--- config.mk ---
export PLATFORM = sky130hd
export DESIGN_NAME = fft_downstream
export DESIGN_NICKNAME = d
export VERILOG_FILES = /design/src/rtl/fft_downstream_pkg.sv /design/src/rtl/fft_downstream_cmult_conj.sv /design/src/rtl/fft_downstream.sv
export SDC_FILE = /design/constraint.sdc
export NUM_CORES = 2
export LEC_CHECK = 0
export BUFFER_PORTS_ARGS = -buffer_cell sky130_fd_sc_hd__buf_2
export CAP_MARGIN = 20
export CORE_MARGIN = 2
export CORE_UTILIZATION = 40
export CTS_CLUSTER_DIAMETER = 60
export DETAILED_ROUTE_END_ITERATION = 12
export GPL_TIMING_DRIVEN = 1
export PLACE_DENSITY_LB_ADDON = 0.25
export SLEW_MARGIN = 20
export SYNTH_ARGS = -nofsm -noshare
export SYNTH_HDL_FRONTEND = slang
export SYNTH_SLANG_ARGS = --single-unit
--- constraint.sdc ---
create_clock -name clk -period 12.75 [get_ports clk]
set_clock_uncertainty 0.2 [all_clocks]
set_input_delay 2.55 -clock clk [delete_from_list [all_inputs] [get_ports clk]]
set_output_delay 2.55 -clock clk [all_outputs]
set_load 0.05 [all_outputs]
--- src/rtl/fft_downstream_pkg.sv ---
// Shared widths, bin constants and the complex-sample layout for the cross-spectrum peak finder.
// Pure declarations: no latency, no flow control.
package fft_downstream_pkg;
   localparam int DATA_W   = 16;
   localparam int IDX_W    = 7;
   localparam int MAG_W    = 2*DATA_W+2;
   localparam int NBINS    = 128;
   localparam int LAST_BIN = NBINS-1;
   localparam int PIPE_LAT = 4;

   // Imaginary part occupies the upper half of the FFT tdata word.
   typedef struct packed {
      logic signed [DATA_W-1:0] im;
      logic signed [DATA_W-1:0] re;
   } cplx_t;
endpackage

--- src/rtl/fft_downstream_cmult_conj.sv ---
// Pipelined X*conj(Y): partial products in S1, full-precision sum/difference in S2.
// Latency 2 cycles, one sample per clock, no backpressure.
module cmult_conj #(
   parameter int DATA_W = 16
) (
   input  logic                       clk,
   input  logic                       rst,
   input  logic signed [DATA_W-1:0]   xr,
   input  logic signed [DATA_W-1:0]   xi,
   input  logic signed [DATA_W-1:0]   yr,
   input  logic signed [DATA_W-1:0]   yi,
   output logic signed [2*DATA_W:0]   p_re,
   output logic signed [2*DATA_W:0]   p_im
);
   localparam int PW = 2*DATA_W;

   logic signed [PW-1:0] rr, ii, ir, ri;

   always_ff @(posedge clk or posedge rst) begin
      if (rst) begin
         rr   <= '0;
         ii   <= '0;
         ir   <= '0;
         ri   <= '0;
         p_re <= '0;
         p_im <= '0;
      end else begin
         rr   <= PW'(xr) * PW'(yr);
         ii   <= PW'(xi) * PW'(yi);
         ir   <= PW'(xi) * PW'(yr);
         ri   <= PW'(xr) * PW'(yi);
         // One extra bit so -32768*-32768 sums cannot wrap.
         p_re <= (PW+1)'(rr) + (PW+1)'(ii);
         p_im <= (PW+1)'(ir) - (PW+1)'(ri);
      end
   end
endmodule

--- src/rtl/fft_downstream.sv ---
// Cross-spectrum L1 peak search over bins 0..127; Max_Index updates 4 edges after bin 127 is presented.
// Accepts one bin per clock, no backpressure; Frame_Start clears the search and drops in-flight samples.
module fft_downstream #(
   parameter int DATA_W = 16,
   parameter int IDX_W  = 7
) (
   input  logic              clk,
   input  logic              reset_b,
   input  logic              Frame_Start,
   input  logic [31:0]       x_m_axis_data_tdata,
   input  logic [31:0]       y_m_axis_data_tdata,
   input  logic [15:0]       x_m_axis_data_tuser,
   output logic [IDX_W-1:0]  Max_Index
);
   import fft_downstream_pkg::cplx_t;
   import fft_downstream_pkg::MAG_W;
   import fft_downstream_pkg::LAST_BIN;

   localparam int SUM_W = 2*DATA_W+1;

   cplx_t x_s, y_s;
   assign x_s = x_m_axis_data_tdata;
   assign y_s = y_m_axis_data_tdata;

   logic unused_tuser;
   assign unused_tuser = ^x_m_axis_data_tuser[15:IDX_W+1];

   logic signed [SUM_W-1:0] p_re, p_im;

   cmult_conj #(.DATA_W(DATA_W)) u_cmult (
      .clk  (clk),
      .rst  (reset_b),
      .xr   (x_s.re),
      .xi   (x_s.im),
      .yr   (y_s.re),
      .yi   (y_s.im),
      .p_re (p_re),
      .p_im (p_im)
   );

   logic [IDX_W-1:0] s1_idx, s2_idx, s3_idx;
   logic             s1_vld, s2_vld, s3_vld;
   logic [MAG_W-1:0] s3_mag;
   logic [SUM_W-1:0] abs_re, abs_im;

   assign abs_re = p_re[SUM_W-1] ? -p_re : p_re;
   assign abs_im = p_im[SUM_W-1] ? -p_im : p_im;

   // Index/in-band flag shadow the data pipeline; Frame_Start kills everything in flight.
   always_ff @(posedge clk or posedge reset_b) begin
      if (reset_b) begin
         s1_idx <= '0;
         s2_idx <= '0;
         s3_idx <= '0;
         s1_vld <= 1'b0;
         s2_vld <= 1'b0;
         s3_vld <= 1'b0;
         s3_mag <= '0;
      end else begin
         s1_idx <= x_m_axis_data_tuser[IDX_W-1:0];
         s2_idx <= s1_idx;
         s3_idx <= s2_idx;
         s1_vld <= ~x_m_axis_data_tuser[IDX_W] & ~Frame_Start;
         s2_vld <= s1_vld & ~Frame_Start;
         s3_vld <= s2_vld & ~Frame_Start;
         s3_mag <= {1'b0, abs_re} + {1'b0, abs_im};
      end
   end

   logic [MAG_W-1:0] best_mag, win_mag;
   logic [IDX_W-1:0] best_idx, win_idx;

   always_comb begin
      win_mag = best_mag;
      win_idx = best_idx;
      if (s3_idx == '0) begin
         win_mag = s3_mag;
         win_idx = '0;
      end else if (s3_mag > best_mag) begin
         win_mag = s3_mag;
         win_idx = s3_idx;
      end
   end

   always_ff @(posedge clk or posedge reset_b) begin
      if (reset_b) begin
         best_mag  <= '0;
         best_idx  <= '0;
         Max_Index <= '0;
      end else if (Frame_Start) begin
         best_mag <= '0;
         best_idx <= '0;
      end else if (s3_vld) begin
         best_mag <= win_mag;
         best_idx <= win_idx;
         if (s3_idx == IDX_W'(LAST_BIN))
            Max_Index <= win_idx;
      end
   end
endmodule

==> flow_metrics.py <==
metrics = {
    "synth": {
        "synth_top_area_share_pct": 38.74,
        "synth-seq-cells": 300,
        "seq_area_frac_synth_pct": 13.82,
        "synth_cell_types": 72,
        "synthesis.area_sq_mm": 0.05432,
        "synth_warnings": 0,
        "async_reset_ff_share_pct": 100.0,
        "yosys.area.top_type": "fa_1",
        "yosysMostFrequentCell": "inv_1",
        "synth_edf_count": 0,
        "synthTopCellsByArea": "fa_1, dfrtp_1, ha_1",
        "synth.avg_cell_area_sq_um": 9.428,
        "ys.flop_type": "dfrtp_1",
        "synth.net_count": 7356,
        "ys_top_cells_by_count": "inv_1, fa_1, nand2_1",
        "syn_inst": 5761,
    },
    "floorplanning": {
        "start_util_pct": 40.20,
        "die_h_microns": 372.5,
        "core_region_area_sq_mm": 0.1351,
        "die_area_sq_mm": 0.1388,
        "ioPinCount": 90,
        "die_w_microns": 372.5,
        "rows": 135,
    },
    "clocking": {
        "cts.sinks": 300,
        "clk_pin_slew_ns": 0.06,
        "clkLatencyLatePin_ns": 0.63,
        "cts_buffers": 47,
        "cts_setup_buffers": 0,
        "clockRootBuffer": "clkbuf_16",
        "clk_path_buf_depth": 3,
        "cts_hold_buf": 0,
        "htree_levels": 2,
        "cts_tree": "built",
        "cts-resized-gates": 0,
    },
    "worst_setup_path": {
        "r2r.worst_path.cells": 17,
        "path_common_cell": "fa_1",
        "r2r-start": "u_cmult.p_re[14]",
        "max_stage_delay_ns": 0.67,
        "crit_chain": "buf_2 -> nand2_1 -> inv_1 -> fa_1 -> inv_1 -> fa_1 -> fa_1 -> inv_1 -> fa_1 -> fa_1 -> inv_1 -> fa_1 -> inv_1 -> ha_1 -> a21o_1 -> a211oi_1 -> o211ai_1 -> a41o_1 -> a221oi_1 -> o221ai_1 -> a21oi_1 -> a21oi_1 -> xnor2_1",
        "worstPathArrival_ns": 9.58,
        "critPathKind": "in -> reg",
        "critPathRequiredTime_ns": 13.06,
        "worstPathMaxFanout": 32,
        "r2r_slack_ns": 7.66,
        "slowest_stage": "buf_2",
        "worstReg2RegEnd": "s3_mag[32]",
        "worstSetupStartpointType": "primary input",
        "endpoint_kind": "flip-flop",
    },
    "grt": {
        "grt_max_degree": 113,
        "grt_first_pass_wirelength_mm": 224.9,
        "grt_pass1_vias": 40460,
        "grtUsageTotal_pct": 20.85,
        "grt.overflow.total": 0,
        "antenna_found_initial": 12,
    },
    "worst_hold_path": {
        "holdPathStages": 0,
        "hp-start": "s2_idx[4]",
        "hold_end": "s3_idx[4]",
        "worstHoldPathType": "reg -> reg",
    },
    "drt": {
        "drtIter0Drc": 2303,
        "vias_per_cell": 5.013,
        "first_pass_iters": 8,
        "wl_mm": 135.9,
        "vias": 37740,
        "drcViolationCount": 0,
        "drtAntennaViolNets": 0,
        "routedWlPerCell_microns": 18.05,
    },
    "sta": {
        "setup_viol": 0,
        "tightest_slew_ns": 0.9972,
        "tns_ns": 0,
        "rsz0062_at_grt": "false",
        "slew_headroom_pct": 32.68,
        "hold_viol": 0,
        "final.period_utilization_pct": 72.72,
        "drv_slew": 0,
        "fmax_mhz": 107.9,
        "period_needed_ns": 9.271,
    },
    "run_status": {
        "status": "complete, no violations",
    },
    "placement": {
        "dpl.hpwl_mm": 103.7,
        "gp_congestion": 0.8424,
        "port_buffers": 81,
    },
    "job": {
        "cap_violations": 0,
    },
    "finish": {
        "nets": 7309,
        "drive_gt1_share_pct": 4.040,
        "syn2layout_area_growth_pct": 6.641,
    },
}
[placed cells by master, fill, tap and decap left out, types with 94 or more instances in the layout]
master / instances
a21oi_1: 169
dfrtp_1: 300
and2_1: 494
inv_1: 1267
o21ai_0: 120
a21o_1: 94
nor2_1: 175
fa_1: 1051
ha_1: 461
xnor2_1: 227
nand2_1: 607
[per-layer routing]
metal  global-route usage (%)  wire length [microns]  vias up  part of all wire [%]
met4                    7.515                   5788        8                   4.3
li1                         -                      -    17460                     -
met2                    32.61                  59460      841                    44
met5                        0                     55        -                 0.040
met3                    2.165                   6749      158                   5.0
met1                    30.02                  63810    19270                    47
[state kept, by name, summed over array words and instances, names as in the netlist]
name	flops
u_cmult.ir	32
s2_vld	1
s1_idx	7
best_idx	7
s3_vld	1
u_cmult.p_re	33
s3_mag	34
u_cmult.rr	32
s3_idx	7
s2_idx	7
u_cmult.ii	32
best_mag	34
s1_vld	1
u_cmult.ri	32
Max_Index	7
u_cmult.p_im	33
[cell families after synthesis]
| family | count (synthesis) | synth area share (%) |
|---|---|---|
| DFF | 300 | 13.82 |
| xor gates and xnor gates | 275 | 4.434 |
| buffers and inverters | 1485 | 10.26 |
| muxes | 3 | 0.05529 |
| and+or+nand+nor | 1520 | 13.85 |
| adders and majority gates | 1512 | 49.36 |
| AOI/OAI and AO/OA | 666 | 8.217 |
[how the worst max path moves through the flow]
stage,end,slack [ns],start,cells after the start
CTS,u_cmult.ii[31],3.60,y_m_axis_data_tdata[17],23
detailed placement,u_cmult.ii[31],2.94,y_m_axis_data_tdata[17],23
floorplan,Max_Index[0],1.71,reset_b,1
global placement,u_cmult.ii[31],3.01,y_m_axis_data_tdata[17],23
finish,u_cmult.ii[31],3.48,y_m_axis_data_tdata[17],23
global route,u_cmult.ii[31],3.19,y_m_axis_data_tdata[17],23
[per-stage QoR]
stage / instance area, sq um / utilization, % / cells / hold slack, ns / setup WS, ns
finish: 57920 / 42.87 / 7528 / 0.1473 / 3.479
global route: 57910 / 42.86 / 7524 / 0.1584 / 3.192
CTS: 57910 / 42.86 / 7524 / 0.1481 / 3.600
detailed placement: 56450 / 41.77 / 7446 / 0.1347 / 2.935
global placement: 56450 / 41.77 / 7446 / 0.1313 / 3.006
floorplan: 54320 / - / 5761 / 0.1312 / 1.711
[worst max-delay path, delay by kind of cell]
family / cells / cell delay [ns]
AND/OR/NAND/NOR: 1 / 0.22
buffers and inverters: 6 / 1.10
AO/OA/AOI/OAI: 8 / 2.34
XOR/XNOR: 1 / 0.13
adder cells (fa/ha/maj): 7 / 3.16
[cell type report]
class,instances,area [sq um]
fill,13310,77210
multi-input combinational,3976,41240
sequential,300,7507
inverter,1269,4771
tap,1781,2228
clock buffer,59,1281
timing repair buffer,120,701.9
clock inverter,19,181.4
antenna,4,10.01
Power is left out: the tool's default activity adds up to more than one toggle a clock period on the data nets, which glitch-free logic cannot reach.
